<file path="src/rtl/seq_detect_pkg.sv">
// Shared constants for the serial pattern detector: default widths and the
// configuration loaded while rst is held.
package seq_detect_pkg;

    localparam int           PAT_W_DEF   = 8;
    localparam int           CNT_W_DEF   = 16;
    localparam logic [31:0]  RST_PAT     = 32'h0;
    localparam int           RST_LEN     = 0;
    localparam logic         RST_OVERLAP = 1'b1;

endpackage

</file>
<file path="src/rtl/seq_match_cnt.sv">
// Saturating match counter with synchronous clear; clear beats a coincident
// increment. Updates on the same edge as the match, so it tracks z with no lag.
module seq_match_cnt #(
    parameter int W = seq_detect_pkg::CNT_W_DEF
) (
    input  logic         clk,
    input  logic         rst,
    input  logic         inc,
    input  logic         clr,
    output logic [W-1:0] cnt
);

    always_ff @(posedge clk or posedge rst) begin
        if (rst) begin
            cnt <= '0;
        end else if (clr) begin
            cnt <= '0;
        end else if (inc && (cnt != {W{1'b1}})) begin
            cnt <= cnt + W'(1);
        end
    end

endmodule

</file>
<file path="src/rtl/seq_detect_param.sv">
// Serial pattern detector with runtime pattern/length/overlap; z pulses one cycle
// after the completing bit, no backpressure (x_valid gates input). Counter built only with SEQ_DETECT_CNT_EN.
module seq_detect_param
    import seq_detect_pkg::*;
#(
    parameter int PAT_W = PAT_W_DEF,
    parameter int CNT_W = CNT_W_DEF
) (
    input  logic                       clk,
    input  logic                       rst,
    input  logic                       x,
    input  logic                       x_valid,
    input  logic                       cfg_load,
    input  logic [PAT_W-1:0]           pat,
    input  logic [$clog2(PAT_W+1)-1:0] pat_len,
    input  logic                       overlap,
    input  logic                       cnt_clr,
    output logic                       z,
    output logic [CNT_W-1:0]           match_cnt
);

    localparam int LW = $clog2(PAT_W + 1);

    logic [PAT_W-1:0] history;
    logic [PAT_W-1:0] pat_q;
    logic [LW-1:0]    len_q;
    logic             ovl_q;
    logic [LW-1:0]    fill;

    logic [PAT_W-1:0] hist_next;
    logic [PAT_W-1:0] len_mask;
    logic [LW-1:0]    fill_next;
    logic [LW-1:0]    len_in;
    logic             match;

    always_comb begin
        hist_next = {history[PAT_W-2:0], x};
        fill_next = (fill == LW'(PAT_W)) ? fill : fill + LW'(1);
        len_in    = (pat_len > LW'(PAT_W)) ? LW'(PAT_W) : pat_len;
        len_mask  = '0;
        for (int i = 0; i < PAT_W; i++) begin
            len_mask[i] = (LW'(i) < len_q);
        end
        // len_q == 0 leaves the mask empty, so the explicit check is what disables detection
        match = x_valid && !cfg_load && (len_q != '0) && (fill_next >= len_q)
                && (((hist_next ^ pat_q) & len_mask) == '0);
    end

    always_ff @(posedge clk or posedge rst) begin
        if (rst) begin
            history <= '0;
            fill    <= '0;
            pat_q   <= RST_PAT[PAT_W-1:0];
            len_q   <= LW'(RST_LEN);
            ovl_q   <= RST_OVERLAP;
            z       <= 1'b0;
        end else if (cfg_load) begin
            history <= '0;
            fill    <= '0;
            pat_q   <= pat;
            len_q   <= len_in;
            ovl_q   <= overlap;
            z       <= 1'b0;
        end else if (x_valid) begin
            history <= hist_next;
            fill    <= (match && !ovl_q) ? '0 : fill_next;
            z       <= match;
        end else begin
            z       <= 1'b0;
        end
    end

`ifdef SEQ_DETECT_CNT_EN
    seq_match_cnt #(.W(CNT_W)) u_cnt (
        .clk (clk),
        .rst (rst),
        .inc (match),
        .clr (cnt_clr),
        .cnt (match_cnt)
    );
`else
    logic unused_cnt_clr;
    assign unused_cnt_clr = cnt_clr;
    assign match_cnt      = '0;
`endif

endmodule

</file>
<file path="config.mk">
export PLATFORM = sky130hd
export DESIGN_NAME = seq_detect_param
export DESIGN_NICKNAME = d
export VERILOG_FILES = /design/src/rtl/seq_detect_pkg.sv /design/src/rtl/seq_match_cnt.sv /design/src/rtl/seq_detect_param.sv
export SDC_FILE = /design/constraint.sdc
export NUM_CORES = 1
export LEC_CHECK = 0
export CAP_MARGIN = 20
export CORE_ASPECT_RATIO = 0.6
export CORE_MARGIN = 1
export CORE_UTILIZATION = 40
export DETAILED_ROUTE_END_ITERATION = 8
export GPL_ROUTABILITY_DRIVEN = 0
export MAX_ROUTING_LAYER = met4
export PLACE_DENSITY = 0.66
export SYNTH_ARGS = -nofsm -noshare
export SYNTH_HDL_FRONTEND = slang
export SYNTH_SLANG_ARGS = --single-unit
</file>
<file path="constraint.sdc">
create_clock -name clk -period 5.4 [get_ports clk]
set_clock_uncertainty 0.1 [all_clocks]
set_input_delay 0.54 -clock clk [delete_from_list [all_inputs] [get_ports clk]]
set_output_delay 0.54 -clock clk [all_outputs]
set_load 0.02 [all_outputs]
</file>
==> metrics.yaml, run 1 <==
yosys:
  async_reset_ff_share_pct: 100
  synth_area_um2: 1470
  synth-edff-count: 0
  ys_seq_area_share_pct: 42.8
  syn_inst: 140
  synth_cell_types: 32
  ys_ff_latch: 25
  ys_warn_count: 0
  ys.flop_type: "dfrtp_1"
  synth_area_per_cell_um2: 10.5
final_layout:
  finalNonFillerCells: 202
  drive_above_1_share_pct: 11.5
  final_net_count: 183
  fin_util_pct: 49.1
  diodes: 0
  area_delta_synth_final_pct: 13.3
floorplanning:
  die-area_um2: 3920
  die_y_um: 48.9
  rows: 16
  fp.coreArea_um2: 3380
  ioPinCount: 36
  start_util_pct: 43.3
  die_w_um: 80.1
routing:
  dr.first_iter.drc_count: 39
  drt-pass1-iter-count: 4
  num_vias: 1007
  ant_nets: 0
  drc: 0
  wl_per_cell_um: 13.5
  wl_um: 2730
  via_per_inst: 4.99
outcome:
  status: "completed"
worst_hold_path:
  min_from: "pat_q[3]$_DFFE_PP0P_"
  whs_path_depth: 1
  hp-class: "reg2reg"
  whs_endpoint: "pat_q[3]$_DFFE_PP0P_"
grt:
  antenna_found_initial: 0
  grt_most_used_layer: "met2"
  overflow: 0
  grt_use_total_pct: 16.5
  grt_pass1_vias: 972
  grt_max_degree: 28
  grt_pass1_wl_um: 4800
  grt_util_met1_pct: 23.1
  met2_usage_pct: 24.4
  met3_usage_pct: 4.67
clocking:
  cts-htree-levels: 1
  numCtsBuffers: 3
  cts_setup_buffers: 0
  clockBufferDepth: 2
  clk_pin_slew_worst_paths_ns: 0.08
  clock-sinks: 25
  cts_tree: "done"
  hold_buffers: 0
  ctsResizeCount: 0
  cts-root-buf: "clkbuf_8"
  clock_latency_ns: 0.27
sta:
  min_period_ns: 2.88
  tns_ns: 0
  rsz0062_at_grt: "false"
  slew_violations: 0
  timing.slew.headroom_pct: 36.5
  fin_crit_sh_pct: 53.3
  tightest_slew_ns: 0.951
  fmax_mhz: 348
  hold_viol_final: 0
  setup_viol: 0
  hold_ws_ns: 0.439
critical_path:
  r2r_cells: 11
  cp.arrival_ns: 2.97
  cp_max_fo: 5
  cp-start-kind: "register"
  worst_setup_path_end_kind: "register"
  critPathKind: "reg2reg"
  required_ns: 5.50
  r2r-end: "fill[3]$_DFFE_PP0P_"
  ff2ff_setup_slack_ns: 2.52
  worstReg2RegStart: "fill[0]$_DFFE_PP0P_"
placed_design:
  dp_hpwl_um: 2010
  dp_cells: 198
  io_buffer_count: 18
job:
  cap_violations: 0
power:
  leakage_nw: 0.726
  powerDensity_nw_per_um2: 257
  finalPower_uw: 426
  vdd_ir_drop_max_mv: 0.137
-- cell usage in the layout (no fill, tap or decap), types with 2 or more instances in the layout --
master and instances:
dfrtp_1 24, clkdlybuf4s50_1 18, conb_1 16, nor2_1 11, xnor2_1 10, nand2_1 10, mux2_2 9, mux2i_1 8
inv_1 8, ha_1 6, o22ai_1 4, o21ai_0 4, clkbuf_8 3, nand3_1 2, o21a_1 2, a21oi_1 2
a31oi_1 2, nor2b_1 2, a32oi_1 2, o21ai_1 2
-- critical path, cell delays in order, from the launching register on --
cell,delay [ns]
dfrtp_1,0.47
inv_1,0.07
ha_1,0.20
nand2_1,0.08
nor2_1,0.05
xnor2_1,0.33
inv_1,0.09
ha_1,0.27
nand2b_1,0.14
a2111oi_1,0.69
nor4_4,0.15
o21ai_1,0.17
-- layout make-up --
cell class              instances  area, µm²
fillers                       312       1720
multi-input cells             101        711
flip-flops and latches         25        627
repair buffers                 19        188
well taps                      45       56.3
clock buffers                   3       41.3
inverters                       8       30.0
clock inverters                 1       7.51
-- cell usage after synthesis (2+ instances only) --
library cell  count  area (µm²)
dfrtp_1          24         601
ha_1              6        75.1
a32oi_1           2        17.5
nand3_1           2        10.0
a31oi_1           2        12.5
mux2i_1           8        80.1
o22ai_1           4        25.0
o21ai_1           2        10.0
nor2b_1           2        12.5
inv_1             8        30.0
a21oi_1           2        10.0
buf_4            16         120
nand2_1          10        37.5
o21ai_0           4        20.0
nor2_1           11        41.3
buf_6             2        22.5
o21a_1            2        15.0
mux2_2            9         101
xnor2_1          10        87.6
clkbuf_1          2        7.51
-- report_power, final --
group	internal (mW)	total (mW)	switching, mW	leakage (nW)
logic	0.0445	0.0976	0.0530	0.385
registers	0.201	0.215	0.0142	0.320
clock network	0.0523	0.114	0.0613	0.0217
total	0.298	0.426	0.129	0.726
-- flip-flops by register name (all words and copies together) (netlist names) --
register  flops
ovl_q         1
fill          4
pat_q         8
z             1
len_q         4
history       7
-- cells by family after synthesis --
| group | share of synthesized area (%) |
|---|---|
| flops | 42.8 |
| compound gates | 10.8 |
| xor+xnor | 5.98 |
| simple gates | 10.1 |
| buf+inv | 12.6 |
| mux | 12.4 |
| other cells | 0.256 |
| fa+ha+maj | 5.12 |
-- through the flow --
step                      instance area, µm²  worst slack [ns]
final                                   1660              2.52
after global routing                    1660              2.39
after CTS                               1660              2.54
after detailed placement                1610              2.55
after global placement                  1610              2.54
after floorplan                         1520              3.01
-- metal layers --
metal	vias to the layer above	wire, µm
met5	-	0
met4	0	0
met3	0	166
met2	44	1250
met1	482	1320
li1	481	-
-- worst max path at each step --
stage	slack, ns	startpoint	endpoint	cells past startpoint
2_1_floorplan	3.01	fill[0]$_DFFE_PP0P_	fill[0]$_DFFE_PP0P_	11
3_3_place_gp	2.54	x_valid	fill[1]$_DFFE_PP0P_	6
3_5_place_dp	2.55	x_valid	fill[1]$_DFFE_PP0P_	6
4_1_cts	2.54	fill[0]$_DFFE_PP0P_	fill[3]$_DFFE_PP0P_	11
5_1_grt	2.39	fill[0]$_DFFE_PP0P_	fill[3]$_DFFE_PP0P_	11
6_report	2.52	fill[0]$_DFFE_PP0P_	fill[3]$_DFFE_PP0P_	11
Power figures use the tool's default switching activity.
==> inputs of run 2 (changes only) <==
Settings changed: PLACE_DENSITY 0.66 to 0.69.
Clock period 5.4 ns to 2.32 ns, I/O delays scaled along.
==> metrics.yaml, run 2 (synthesized netlist as in run 1, its figures left out) <==
placed_design:
  io_buffer_count: 18  # unchanged
  place_area_um2: 1660  # +3.1%
  dp_hpwl_um: 2120  # +5.9%
floorplanning:
  die_w_um: 80.1  # unchanged
  ioPinCount: 36  # unchanged
  start_util_pct: 43.3  # unchanged
  die_y_um: 48.9  # unchanged
  die-area_um2: 3920  # unchanged
  fp.coreArea_um2: 3380  # unchanged
  rows: 16  # unchanged
critical_path:
  cp_max_fo: 5  # unchanged
  cp.arrival_ns: 2.27  # -0.70 ns
  worstReg2RegStart: "fill[1]$_DFFE_PP0P_"
  crit_chain: "buf_4, buf_4, ha_2, mux2i_2, ha_2, o21a_1, o22ai_1, nor4_4, o22ai_2"
  cp_top_family: "adder cells"
  path_buf_inv: 2  # unchanged
  worst_setup_path_end_kind: "register"
  r2r-end: "fill[2]$_DFFE_PP0P_"
  critPathMaxStageDelay_ns: 0.40  # -0.29 ns
  crit_cells: 9  # -2
  startpoint: "fill[1]$_DFFE_PP0P_"
  critPathKind: "reg2reg"
  crit_path_top_delay_cell: "dfrtp_1"
  required_ns: 2.36  # -3.14 ns
  crit_end: "fill[2]$_DFFE_PP0P_"
  r2r_cells: 9  # -2
  cp-start-kind: "register"
  ff2ff_setup_slack_ns: 0.09  # -2.43 ns
routing:
  drt-pass1-iter-count: 4  # unchanged
  wl_per_cell_um: 13.6  # +0.17%
  num_vias: 1024  # +1.7%
  dr.first_iter.drc_count: 74  # +90%
  ant_nets: 0  # unchanged
  via_per_inst: 4.88  # -2.2%
  drc: 0  # unchanged
  wl_um: 2850  # +4.1%
sta:
  slew_violations: 0  # unchanged
  hold_viol_final: 0  # unchanged
  min_period_ns: 2.23  # -0.648 ns
  timing.slew.headroom_pct: 64.5  # +28 points
  hold_ws_ns: 0.194  # -0.246 ns
  fin_crit_sh_pct: 96.0  # +43 points
  tightest_slew_ns: 0.532  # -0.419 ns
  rsz0062_at_grt: "true"
  tns_ns: 0  # unchanged
  fmax_mhz: 449  # +29%
  setup_viol: 0  # unchanged
grt:
  antenna_found_initial: 0  # unchanged
  grt_pass1_wl_um: 4830  # +0.58%
  overflow: 0  # unchanged
  grt_pass1_vias: 986  # +1.4%
  grt_use_total_pct: 16.4  # -0.089 points
  grt_max_degree: 27  # -3.6%
final_layout:
  area_delta_synth_final_pct: 22.0
  drive_above_1_share_pct: 21.8  # +10 points
  fin_util_pct: 52.8  # +3.8 points
  largestRegisters: "pat_q (8), history (7)"
  final_common_cell: "dfrtp_1"
  diodes: 0  # unchanged
  largest_reg_flops: 8  # unchanged
  top_register: "pat_q"
  final_area_um2: 1790  # +7.7%
  final_net_count: 191  # +4.4%
  most-common-layout-cells: "dfrtp_1 (24), clkdlybuf4s50_1 (18), conb_1 (16), nor2_1 (10), xnor2_1 (10)"
power:
  p_int_uw: 741  # +150%
  p_seq_share_pct: 47.2  # -3.3 points
  swShare_pct: 29.9  # -0.20 points
  combPwrFrac_pct: 27.9  # +5.0 points
  powerDensity_nw_per_um2: 592  # +130%
  clock_power_share_pct: 24.9  # -1.7 points
  p_switching_uw: 317  # +150%
  leakage_nw: 0.786  # +8.1%
  vdd_ir_drop_max_mv: 0.334  # +140%
clocking:
  clockBufferDepth: 2  # unchanged
  clock_latency_ns: 0.27  # about the same
  cts-root-buf: "clkbuf_8"
  cts-htree-levels: 1  # unchanged
  numCtsBuffers: 3  # unchanged
  clk_pin_slew_worst_paths_ns: 0.09  # about the same
  cts_tree: "done"
  clock-sinks: 25  # unchanged
outcome:
  status: "completed"
job:
  cap_violations: 0  # unchanged
worst_hold_path:
  hp-class: "in2async"
run 2: how the worst min path moves through the flow:
stage | slack (ns) | endpoint | cells past startpoint | startpoint
floorplan | 0.16 | fill[0]$_DFFE_PP0P_ | 1 | rst
global placement | 0.41 | pat_q[3]$_DFFE_PP0P_ | 1 | pat_q[3]$_DFFE_PP0P_
detailed placement | 0.42 | pat_q[3]$_DFFE_PP0P_ | 1 | pat_q[3]$_DFFE_PP0P_
CTS | 0.22 | history[3]$_DFFE_PP0P_ | 2 | rst
global route | 0.25 | history[2]$_DFFE_PP0P_ | 2 | rst
finish | 0.19 | pat_q[6]$_DFFE_PP0P_ | 2 | rst
run 2: metrics by stage:
step           total power, mW  std cells  worst slack (ns)
6_report                  1.06        210            0.0919
5_1_grt                   1.12        210           -0.0648
4_1_cts                   1.04        208           0.00694
3_5_place_dp             0.755        204           -0.0547
3_3_place_gp             0.747        204           -0.0227
2_1_floorplan            0.695        155            0.0590
run 2: final cells by class:
type,instances,area [µm²]
fillers,296,1600
repair buffers,27,248
well taps,45,56.3
flip-flops and latches,25,627
clock buffers,3,41.3
multi-input cells,101,778
inverters,8,30.0
clock inverters,1,7.51
run 2: routing by layer:
| layer | wire length [µm] | track usage, % | vias up |
|---|---|---|---|
| met1 | 1440 | 24.8 | 491 |
| li1 | - | - | 495 |
| met2 | 1250 | 22.8 | 35 |
| met5 | 0 | - | - |
| met4 | 21 | 1.19 | 0 |
| met3 | 142 | 4.11 | 3 |
run 2: power by group through the flow:
stage | combinational [mW] | clock, mW | sequential (mW)
after floorplan | 0.195 | 0 | 0.500
after global placement | 0.244 | 0 | 0.503
after detailed placement | 0.250 | 0 | 0.505
after CTS | 0.267 | 0.275 | 0.497
after global routing | 0.326 | 0.291 | 0.505
final | 0.296 | 0.263 | 0.500
run 2: what timing repair did:
item / 4_1_cts / 5_1_grt
hold buffers: 0 / 0
gates resized for setup: 1 / 12
setup buffers: 0 / 2
pin swaps: 2 / 9
endpoints found under the setup margin: 4 / 5
